--- config.mk ---
export PLATFORM = sky130hd
export DESIGN_NAME = item_hud_overlay_flat
export DESIGN_NICKNAME = d
export VERILOG_FILES = /design/src/rtl/item_hud_pkg.sv /design/src/rtl/item_hud_overlay_if.sv /design/src/rtl/item_icon_rom.sv /design/src/rtl/item_hud_overlay.sv /design/src/flat_wrapper.sv
export SDC_FILE = /design/constraint.sdc
export NUM_CORES = 1
export LEC_CHECK = 0
export ABC_AREA = 1
export CORE_UTILIZATION = 38
export DETAILED_ROUTE_END_ITERATION = 10
export PLACE_DENSITY = 0.65
export RECOVER_POWER = 100
export SLEW_MARGIN = 20
export SYNTH_ARGS = -nofsm -noshare
export SYNTH_HDL_FRONTEND = slang
export SYNTH_SLANG_ARGS = --single-unit
export TNS_END_PERCENT = 10
--- constraint.sdc ---
create_clock -name clk -period 3.6 [get_ports clk]
set_input_delay 0.72 -clock clk [delete_from_list [all_inputs] [get_ports clk]]
set_output_delay 0.72 -clock clk [all_outputs]
set_load 0.05 [all_outputs]
--- src/rtl/item_hud_pkg.sv ---
// Shared definitions for the reward HUD overlay: colours, icon indices,
// timer width helper and the 1-bpp icon artwork used to populate the icon ROM.
package item_hud_pkg;

    localparam logic [11:0] C_BLACK  = 12'h000;
    localparam logic [11:0] C_BLUE   = 12'h00F;
    localparam logic [11:0] C_RED    = 12'hF00;
    localparam logic [11:0] C_YELLOW = 12'hFF0;

    typedef enum logic [1:0] {
        ICON_PROTECT = 2'd0,
        ICON_FROZEN  = 2'd1,
        ICON_FASTER  = 2'd2,
        ICON_LASER   = 2'd3
    } icon_e;

    // Bits needed to hold a countdown value in 0..bar_max.
    function automatic int tw_of(input int bar_max);
        return $clog2(bar_max + 1);
    endfunction

    // Icon artwork: shield outline, snowflake cross, speed stripes, laser beam.
    function automatic logic icon_bit(input logic [1:0] icon, input int r, input int c, input int size);
        logic on;
        on = 1'b0;
        case (icon)
            ICON_PROTECT: on = (r == 0) || (r == size - 1) || (c == 0) || (c == size - 1);
            ICON_FROZEN:  on = (r == c) || (r + c == size - 1);
            ICON_FASTER:  on = ((r / 4) % 2) == 0;
            ICON_LASER:   on = (c >= size / 2 - 2) && (c < size / 2 + 2);
            default:      on = 1'b0;
        endcase
        return on;
    endfunction

endpackage

--- src/rtl/item_hud_overlay_if.sv ---
// Control and pixel bus of the reward HUD overlay.
// master = renderer/game logic side, slave = the overlay block.
interface item_hud_overlay_if #(
    parameter int N_ITEMS = 4
);
    logic               enable_reward;
    logic               tick_1s;
    logic [N_ITEMS-1:0] item_start;
    logic [N_ITEMS-1:0] item_clear;
    logic [10:0]        VGA_xpos;
    logic [10:0]        VGA_ypos;
    logic [11:0]        VGA_data;
    logic [N_ITEMS-1:0] item_active;
    logic [N_ITEMS-1:0] item_expired;

    modport master (
        output enable_reward, tick_1s, item_start, item_clear, VGA_xpos, VGA_ypos,
        input  VGA_data, item_active, item_expired
    );

    modport slave (
        input  enable_reward, tick_1s, item_start, item_clear, VGA_xpos, VGA_ypos,
        output VGA_data, item_active, item_expired
    );
endinterface

--- src/rtl/item_icon_rom.sv ---
// Single-port 1-bit icon ROM, one ICON_SIZE x ICON_SIZE image per channel,
// one cycle read latency.
module item_icon_rom
    import item_hud_pkg::*;
#(
    parameter int N_ITEMS   = 4,
    parameter int ICON_SIZE = 24,
    parameter int AW        = $clog2(N_ITEMS * ICON_SIZE * ICON_SIZE)
) (
    input  logic          clk,
    input  logic          rst,
    input  logic [AW-1:0] addr_i,
    output logic          dout_o
);
    localparam int SQ    = ICON_SIZE * ICON_SIZE;
    localparam int DEPTH = N_ITEMS * SQ;

    logic rom_mem [DEPTH];
    logic dout_q;

    // Image index, row and column are all derived from the flat address.
    for (genvar gi = 0; gi < DEPTH; gi++) begin : g_rom
        assign rom_mem[gi] = icon_bit(2'((gi / SQ) % 4), (gi % SQ) / ICON_SIZE, gi % ICON_SIZE, ICON_SIZE);
    end

    // Registered read.
    always_ff @(posedge clk or posedge rst) begin
        if (rst) begin
            dout_q <= 1'b0;
        end else begin
            dout_q <= rom_mem[addr_i];
        end
    end

    assign dout_o = dout_q;

endmodule

--- src/rtl/item_hud_overlay.sv ---
// Multi-channel reward HUD overlay: per-channel countdown timers and a
// two-stage pixel pipeline drawing an icon plus remaining-time bar per row.
// Optional feature: define ITEM_HUD_BLINK_EN for low-time warning (red bar,
// blinking icon).
module item_hud_overlay
    import item_hud_pkg::*;
#(
    parameter int N_ITEMS   = 4,
    parameter int BAR_MAX   = 30,
    parameter int BAR_SCALE = 2,
    parameter int ICON_SIZE = 24,
    parameter int X0        = 490,
    parameter int Y0        = 48,
    parameter int ROW_PITCH = 28,
    parameter int BLINK_THR = 5
) (
    input  logic               clk,
    input  logic               rst,
    item_hud_overlay_if.slave  hud
);
    localparam int TW = tw_of(BAR_MAX);
    localparam int SQ = ICON_SIZE * ICON_SIZE;
    localparam int AW = $clog2(N_ITEMS * SQ);

    localparam logic [10:0] ICON_X_LO = 11'(X0);
    localparam logic [10:0] ICON_X_HI = 11'(X0 + ICON_SIZE);
    localparam logic [10:0] BAR_X_LO  = 11'(X0 + ICON_SIZE + 6);

    logic [TW-1:0]      cnt_w [N_ITEMS];
    logic [N_ITEMS-1:0] active_w;
    logic [N_ITEMS-1:0] expired_w;
    logic               tick_en;

    assign tick_en = hud.enable_reward & hud.tick_1s;

    // ------------------------------------------------------------------
    // Per-channel countdown timers
    // ------------------------------------------------------------------
    for (genvar gi = 0; gi < N_ITEMS; gi++) begin : g_timer
        logic [TW-1:0] cnt_q, cnt_d;
        logic          act_q;
        logic          exp_q, exp_d;

        // Clear beats start, start beats an enabled tick; expiry only when counted down.
        always_comb begin
            cnt_d = cnt_q;
            exp_d = 1'b0;
            if (hud.item_clear[gi]) begin
                cnt_d = '0;
            end else if (hud.item_start[gi]) begin
                cnt_d = TW'(BAR_MAX);
            end else if (tick_en && (cnt_q != '0)) begin
                cnt_d = cnt_q - TW'(1);
                exp_d = (cnt_q == TW'(1));
            end
        end

        // Timer, active flag and expiry pulse registers.
        always_ff @(posedge clk or posedge rst) begin
            if (rst) begin
                cnt_q <= '0;
                act_q <= 1'b0;
                exp_q <= 1'b0;
            end else begin
                cnt_q <= cnt_d;
                act_q <= (cnt_d != '0);
                exp_q <= exp_d;
            end
        end

        assign cnt_w[gi]     = cnt_q;
        assign active_w[gi]  = act_q;
        assign expired_w[gi] = exp_q;
    end

    assign hud.item_active  = active_w;
    assign hud.item_expired = expired_w;

    // ------------------------------------------------------------------
    // Blink phase
    // ------------------------------------------------------------------
    logic phase_w;
`ifdef ITEM_HUD_BLINK_EN
    localparam bit BLINK_ON = 1'b1;
    logic phase_q;

    // Phase flips once per enabled second.
    always_ff @(posedge clk or posedge rst) begin
        if (rst) begin
            phase_q <= 1'b0;
        end else if (tick_en) begin
            phase_q <= ~phase_q;
        end
    end

    assign phase_w = phase_q;
`else
    localparam bit BLINK_ON = 1'b0;
    assign phase_w = 1'b0;
`endif

    // ------------------------------------------------------------------
    // S1: per-row hit decode
    // ------------------------------------------------------------------
    logic [N_ITEMS-1:0] icon_hit_w;
    logic [N_ITEMS-1:0] bar_hit_w;
    logic [N_ITEMS-1:0] warn_w;
    logic [AW-1:0]      addr_w [N_ITEMS];

    for (genvar gi = 0; gi < N_ITEMS; gi++) begin : g_row
        localparam int ROW_TOP = Y0 + gi * ROW_PITCH;
        logic [10:0] bar_len;
        logic        row_hit;

        assign bar_len = 11'(cnt_w[gi]) * 11'(BAR_SCALE);
        assign row_hit = (hud.VGA_ypos >= 11'(ROW_TOP)) && (hud.VGA_ypos < 11'(ROW_TOP + ICON_SIZE));

        assign icon_hit_w[gi] = row_hit && (hud.VGA_xpos >= ICON_X_LO) && (hud.VGA_xpos < ICON_X_HI);
        assign bar_hit_w[gi]  = (hud.VGA_ypos >= 11'(ROW_TOP + 7)) && (hud.VGA_ypos <= 11'(ROW_TOP + 17))
                              && (hud.VGA_xpos >= BAR_X_LO) && (hud.VGA_xpos < BAR_X_LO + bar_len);
        assign addr_w[gi]     = AW'(gi * SQ)
                              + AW'(hud.VGA_ypos - 11'(ROW_TOP)) * AW'(ICON_SIZE)
                              + AW'(hud.VGA_xpos - ICON_X_LO);
        assign warn_w[gi]     = BLINK_ON && (cnt_w[gi] != '0) && (cnt_w[gi] <= TW'(BLINK_THR));
    end

    logic [AW-1:0] rom_addr_d;
    logic          icon_d, bar_d, red_d;

    // Rows never overlap, so at most one row contributes to the current pixel.
    always_comb begin
        rom_addr_d = '0;
        icon_d     = 1'b0;
        bar_d      = 1'b0;
        red_d      = 1'b0;
        for (int i = 0; i < N_ITEMS; i++) begin
            if (icon_hit_w[i] && active_w[i]) begin
                rom_addr_d = addr_w[i];
                icon_d     = !(warn_w[i] && phase_w);
            end
            if (bar_hit_w[i]) begin
                bar_d = 1'b1;
                red_d = warn_w[i];
            end
        end
        if (!hud.enable_reward) begin
            icon_d = 1'b0;
            bar_d  = 1'b0;
            red_d  = 1'b0;
        end
    end

    logic rom_bit;

    item_icon_rom #(
        .N_ITEMS   (N_ITEMS),
        .ICON_SIZE (ICON_SIZE),
        .AW        (AW)
    ) u_icon_rom (
        .clk    (clk),
        .rst    (rst),
        .addr_i (rom_addr_d),
        .dout_o (rom_bit)
    );

    logic icon_q, bar_q, red_q;

    // S1 registers, aligned with the ROM's registered output.
    always_ff @(posedge clk or posedge rst) begin
        if (rst) begin
            icon_q <= 1'b0;
            bar_q  <= 1'b0;
            red_q  <= 1'b0;
        end else begin
            icon_q <= icon_d;
            bar_q  <= bar_d;
            red_q  <= red_d;
        end
    end

    // ------------------------------------------------------------------
    // S2: colour composition
    // ------------------------------------------------------------------
    logic [11:0] vga_q;

    // Final pixel colour; an icon hit with a clear ROM bit stays black.
    always_ff @(posedge clk or posedge rst) begin
        if (rst) begin
            vga_q <= C_BLACK;
        end else if (icon_q && rom_bit) begin
            vga_q <= C_YELLOW;
        end else if (bar_q) begin
            vga_q <= red_q ? C_RED : C_BLUE;
        end else begin
            vga_q <= C_BLACK;
        end
    end

    assign hud.VGA_data = vga_q;

endmodule

--- src/flat_wrapper.sv ---
// flat-port wrapper written by rule: the top's interface ports become plain ports
module item_hud_overlay_flat import item_hud_pkg::*;
#(
    parameter int N_ITEMS   = 4,
    parameter int BAR_MAX   = 30,
    parameter int BAR_SCALE = 2,
    parameter int ICON_SIZE = 24,
    parameter int X0        = 490,
    parameter int Y0        = 48,
    parameter int ROW_PITCH = 28,
    parameter int BLINK_THR = 5
)
  (clk, rst, hud_enable_reward, hud_tick_1s, hud_item_start, hud_item_clear, hud_VGA_xpos, hud_VGA_ypos, hud_VGA_data, hud_item_active, hud_item_expired);
  item_hud_overlay_if #(.N_ITEMS(N_ITEMS)) hud_i ();
  input  logic clk;
  input  logic rst;
  input wire logic [$bits(hud_i.enable_reward)-1:0] hud_enable_reward;
  input wire logic [$bits(hud_i.tick_1s)-1:0] hud_tick_1s;
  input wire logic [$bits(hud_i.item_start)-1:0] hud_item_start;
  input wire logic [$bits(hud_i.item_clear)-1:0] hud_item_clear;
  input wire logic [$bits(hud_i.VGA_xpos)-1:0] hud_VGA_xpos;
  input wire logic [$bits(hud_i.VGA_ypos)-1:0] hud_VGA_ypos;
  output wire logic [$bits(hud_i.VGA_data)-1:0] hud_VGA_data;
  output wire logic [$bits(hud_i.item_active)-1:0] hud_item_active;
  output wire logic [$bits(hud_i.item_expired)-1:0] hud_item_expired;
  assign hud_i.enable_reward = hud_enable_reward;
  assign hud_i.tick_1s = hud_tick_1s;
  assign hud_i.item_start = hud_item_start;
  assign hud_i.item_clear = hud_item_clear;
  assign hud_i.VGA_xpos = hud_VGA_xpos;
  assign hud_i.VGA_ypos = hud_VGA_ypos;
  assign hud_VGA_data = hud_i.VGA_data;
  assign hud_item_active = hud_i.item_active;
  assign hud_item_expired = hud_i.item_expired;
  item_hud_overlay #(.N_ITEMS(N_ITEMS), .BAR_MAX(BAR_MAX), .BAR_SCALE(BAR_SCALE), .ICON_SIZE(ICON_SIZE), .X0(X0), .Y0(Y0), .ROW_PITCH(ROW_PITCH), .BLINK_THR(BLINK_THR)) u_core (.clk(clk), .rst(rst), .hud(hud_i));
endmodule
# Word-level counts from Yosys, hierarchy flattened

Memories as Yosys holds them, arrays and structs flattened. A register that Yosys moved wholly into a read port is not among the register bits.
Cells that the tools add are included.

Add/subtract/negate cells: 20
Multipliers: 4
Magnitude comparators: 23
Equality and inequality tests: 4
Muxes and demuxes: 40
Bitwise logic cells: 2
Reductions and logical operators: 41

Operators with widths:

| cell                   | count |
|---|---|
| $mux 12                | 5 |
| $mux 5                 | 12 |
| $add 12x12->12         | 4 |
| $mul 12x2->9 const B   | 4 |
| $add 10x6->11 const A  | 4 |
| $ge 11x7->1 const B    | 4 |
| $lt 11x11->1           | 4 |
| $reduce_bool 5->1      | 8 |
| $le 11x7->1 const B    | 3 |
| $logic_and 1x1->1      | 33 |
| $add 11x12->12 const A | 2 |
| $sub 11x7->12 const B  | 2 |
| $ge 11x6->1 const B    | 2 |
| $ge 11x8->1 const B    | 2 |
| $lt 11x7->1 const B    | 2 |
| $lt 11x8->1 const B    | 2 |
| $mux 1                 | 22 |
| $eq 5x1->1 const B     | 4 |
| $sub 5x1->5 const B    | 4 |
| $not 12->13            | 1 |
| $add 10x12->12 const A | 1 |
| $sub 11x6->12 const B  | 1 |
| $sub 11x8->12 const B  | 1 |
| $sub 11x9->12 const B  | 1 |
| other kinds (6)        | 6 |

Register bits after elaboration: 42
Bits in read-only memories: 4096
Memories: 1

Memories:

| memory          | depth | bits a word | rd ports | clocked after Yosys merged registers in | wr ports | RTL line            | source |
|---|---|---|---|---|---|---|---|
| (no name shown) | 4096  | 1           | 1        | 1                                       | 0        | item_icon_rom.sv:31 | `dout_q <= rom_mem[addr_i];` |

# Depth between registers and ports, before layout

Depth in word-level cells: 10
Depth in mapped cells: 31

# Hierarchy

A second synthesis with hierarchy kept.

Cell total of the unflattened synthesis: 1219
Area total of the unflattened synthesis: 7548.5 um2

Modules (own cells, without submodules):

| module           | instances | cells each | area each (um2) | seq. area each (um2) |
|---|---|---|---|---|
| item_hud_overlay | 1         | 1008       | 6472.5          | 800.8 |
| item_icon_rom    | 1         | 211        | 1076.0          | 25.0 |

# Least setup slack after synthesis

Ideal clock, no wire load.

Path type: in2reg
Start point: in hud_VGA_ypos[2]
End point: reg u_core.u_icon_rom.dout_q (netlist: u_core.u_icon_rom.dout_o)
Setup time: 0.126 ns
Arrival: 3.900 ns
Required time: 3.474 ns
Setup slack: -0.427 ns
Cell stages on the path: 22
Buffers on the path: 0
Cell sequence: inv_1 > ha_1 > inv_1 > ha_1 > nand3_1 > o21ai_0 > xor2_1 > inv_1 > ha_1 > ha_1 > inv_1 > nor2_1 > nor2_1 > nor2_1 > o21a_1 > nor2_1 > inv_1 > or2_2 > nand3_1 > nand2_1 > nor3_1 > a21oi_2

Longest elaborated chain between the ends: 10

RTL lines:

| item                                                  | RTL line                | source |
|---|---|---|
| start: declaration                                    | flat_wrapper.sv:22      | `input wire logic [$bits(hud_i.VGA_ypos)-1:0] hud_VGA_ypos;` |
| branches (longest 8 deep; another with $sub 11x7->12) | --                      |  |
| $mux 12 *                                             | item_hud_overlay.sv:137 | `if (icon_hit_w[i] && active_w[i]) begin` |
| $not 12->13 (not written as such) *                   | item_icon_rom.sv:31     |  |
| end: declaration                                      | item_icon_rom.sv:19     | `logic dout_q;` |

Mark *: on every way between the ends.

# Worst setup path after layout

Start point: in hud_VGA_ypos[3]
End point: reg u_core.u_icon_rom.dout_q (netlist: u_core.u_icon_rom.dout_o)

Same word-level chain as after synthesis.

==> key figures <==
STA
  • Slew HR: -27.6%
  • Fin. Hold Viols: 0
  • Fmax: between 0.2 and 0.3 GHz
  • RSZ-0062 raised after global routing: yes
  • Skew final: approximately 0.0041 ns
  • Final worst path period share: 106%
  • Slew Viols, Final: 34
  • Worst slew pin tran: roughly 1.9 ns
  • Setup violations, final: 1
  • Worst setup slack after layout: -0.205 ns
  • Setup_tns: -0.205 ns
  • Minimum clock period: about 3.8 ns

Detailed routing
  • Vias: between 7000 and 8000
  • Drt wl/cell: roughly 14 um
  • Drc violations: 0
  • Remaining antenna violation count after routing: 0
  • Detail-routed via count per cell: between 4 and 5
  • DRT iter0 DRCs: between 300 and 400
  • DRT Pass-1 Iters: 5
  • DRT Wirelength: between 20000 and 25000 um

Power
  • Peak VDD IR: approximately 0.00032 V
  • Lkg Pwr: 5.48 nW
  • Power Density: between 200 and 300 nW/um^2

Critical path
  • RR Endpoint: u_core.u_icon_rom.dout_o
  • Slowest CP cell: ha_1
  • CP max stage delay: between 0.3 and 0.4 ns
  • Crit-path cells: buf_8 -> clkinvlp_4 -> buf_4 -> ha_2 -> nand2_1 -> xor2_1 -> ha_1 -> inv_1 -> xor2_1 -> inv_1 -> ha_4 -> ha_4 -> inv_2 -> nor2_1 -> nor2_1 -> nor2_1 -> o21a_1 -> nor2_1 -> inv_1 -> or2_4 -> nand3_2 -> nand2_2 -> nor3_2 -> a21oi_2
  • Worst path most repeated cell: nor2_1
  • Buf/Inv on CP: 7
  • Worst Reg2Reg Path Length in Cells: 21
  • Critical path type: primary input to register
  • Startpoint types: primary input
  • Critical path arrival: 3.99 ns
  • Crit end category: register
  • Crit path max fanout: 4
  • Critical Path RT: ~3.8 ns
  • Critical path's top delay family: adder cells
  • R2R Setup Slk: ~1.1 ns
  • Worst flop-to-flop path startpoint: u_core.g_timer[3].act_q

Floorplan
  • I/O pin count: 54
  • Initial Util: 39.2%
  • Core area: approximately 19000 sq um
  • FP Rows: 50
  • Die height: around 140 um
  • Area of the die: 20000 sq um
  • Die X: 142 um

Hold path
  • Hold path endpoint: u_core.hud.VGA_data[10]
  • Hold Crit Depth: 2
  • Hold Path Class: register to register
  • Worst Min Path Start: u_core.icon_q

Finish
  • Final core utilization: between 50% and 60%
  • Area grow syn2layout: 44.7%
  • Final Non-Filler Cells: 1638
  • Nets: ~1500
  • Fillers: between 1500 and 2000
  • Fraction of layout cells with a size suffix above 1: 31.6%
  • Register area: roughly 830 sq um
  • Post-route cell area: 10700 sq um
  • Ant. Diodes: 0
  • Multi-input gate area: between 6000 and 7000 sq um

Clocking
  • Max Root-Sink Buffers: 2
  • Later-pin clock latency in the skew report: ~0.30 ns
  • # H-tree levels: 2
  • CTS buffer count: 5
  • CTS clock-pin slew for the worst setup and hold paths: roughly 0.060 ns
  • Hold-fix buffers, CTS: 0
  • # clock sinks: 33
  • CTS tree: built
  • Clock Tree Root: clkbuf_16

Placement
  • DP Cell Count: 1604
  • Placed cell area: 9850 sq um
  • Hpwl dp: 18400 um
  • Input/output buffers: 53
  • Setup WS pre-CTS: -1.13 ns
  • Gp weighted congestion: 0.922

Synth
  • Syn Area/Cell: 6.69 sq um
  • Sequential share of the synthesized area: ~11%
  • Post-synth cell types: 55
  • Post-synth EDFFs: 0
  • Most frequent cell after synthesis: nand2_1
  • Asr flop ratio synth: 100%
  • Mapped Nets: 1263
  • Top-area cell type share of the netlist area: roughly a fifth
  • Ys flop type: dfrtp_1
  • Largest cells by area after synthesis: ha_1 (20%), nand2_1 (12%), dfrtp_1 (11%), inv_1 (8.7%), xor2_1 (5.8%)
  • FF+latch count, synth: 33
  • Post-Syn Instances: ~1100
  • Synth top cells by count: nand2_1 (237), inv_1 (171), ha_1 (118)
  • Synth Cell Area: around 7400 sq um
  • Synthesis Warnings: 0
  • Area leader, netlist: ha_1

Job
  • Max_cap viols: 1

Global routing
  • First-pass GRT wire length: roughly 37000 um
  • Initial antenna violation count: 0
  • Pin count of the biggest net entering global routing: 34
  • Tot GR Track Use: a little under a quarter
  • Vias in the first global route: around 7600
  • Grt ovf: 0

Status
  • Status: complete, but fails checks
  • Violated checks: capacitance limit, slew limit, setup timing
-- state kept, by name, summed over array words and instances (netlist names) --
register / flops
u_core.icon_q: 1
u_core.g_timer.exp_q: 4
u_core.bar_q: 1
u_core.hud.VGA_data: 2
u_core.g_timer.act_q: 4
u_core.u_icon_rom.dout_o: 1
u_core.g_timer.cnt_q: 20
-- metal layers --
| metal | wire length, um | vias up | global-route usage (%) |
|---|---|---|---|
| li1 | - | 4106 | - |
| met1 | 10100 | 3652 | 29.1 |
| met2 | 11400 | 143 | 42.9 |
| met3 | 762 | 14 | 1.96 |
| met4 | 211 | 0 | 4.41 |
| met5 | 0 | - | 0 |
-- report_power, final --
part           internal (mW)  switching [mW]  total (mW)
combinational           1.01            1.12        2.13
clock                  0.346           0.190       0.536
sequential             0.393          0.0267       0.419
total                   1.75            1.33        3.09
-- placed cells by master, fill, tap and decap left out, drive strengths merged, types with 7 or more instances in the layout --
master and instances:
xnor2 26, nor3 8, buf 243, or2 7, xor2 49, nand4 21
nand3 89, inv 190, a21oi 63, o211ai 7, o21ai 65, clkdlybuf4s50 18
clkbuf 7, o21bai 10, dlygate4sd3 23, nor2 95, nand2 259, dfrtp 33
ha 118
-- cell families (layout without fill, tap and decap cells) --
kind of cell,count (synthesis),in the layout,synth area share [%]
fa+ha+maj,124,124,21.6
buf+inv,219,491,13.0
simple gates,489,490,32.4
mux,1,1,0.152
compound gates,164,164,12.8
xor+xnor,75,75,8.88
flops,33,33,11.2
-- area by class of cell --
| class | instances | area share (%) |
|---|---|---|
| multi-input combinational | 854 | 58.4 |
| sequential | 33 | 7.72 |
| tap | 260 | 3.04 |
| clock buffer | 6 | 1.30 |
| clock inverter | 2 | 0.351 |
| timing repair buffer | 291 | 22.2 |
| inverter | 192 | 7.04 |
-- how the worst max path moves through the flow --
stage	start	endpoint	slack, ns	cells past startpoint
CTS	hud_VGA_ypos[3]	u_core.u_icon_rom.dout_o	-0.12	24
floorplan	hud_VGA_ypos[3]	u_core.u_icon_rom.dout_o	-0.17	24
detailed placement	hud_VGA_ypos[2]	u_core.u_icon_rom.dout_o	-1.13	25
global placement	hud_VGA_xpos[1]	u_core.u_icon_rom.dout_o	-1.14	24
global route	hud_VGA_ypos[2]	u_core.u_icon_rom.dout_o	-0.45	29
finish	hud_VGA_ypos[3]	u_core.u_icon_rom.dout_o	-0.21	24
-- tightest hold or removal path, cell delays in order, from the launching register on --
cell and delay (ns):
dfrtp_1 0.32, nand2_1 0.05, inv_1 0.06
-- through the flow --
step	power (mW)	hold WS [ns]
5_1_grt	3.39	0.506
2_1_floorplan	1.70	0.427
3_5_place_dp	2.34	0.462
3_3_place_gp	2.31	0.469
6_report	3.09	0.470
4_1_cts	3.07	0.483
-- repair_timing --
item	in CTS	in global routing
setup endpoints to repair	1	1
setup buffers	20	5
pin swaps	57	17
resized for setup	136	10
gates cloned	1	0
No activity file was read; power rests on OpenSTA's default activity.
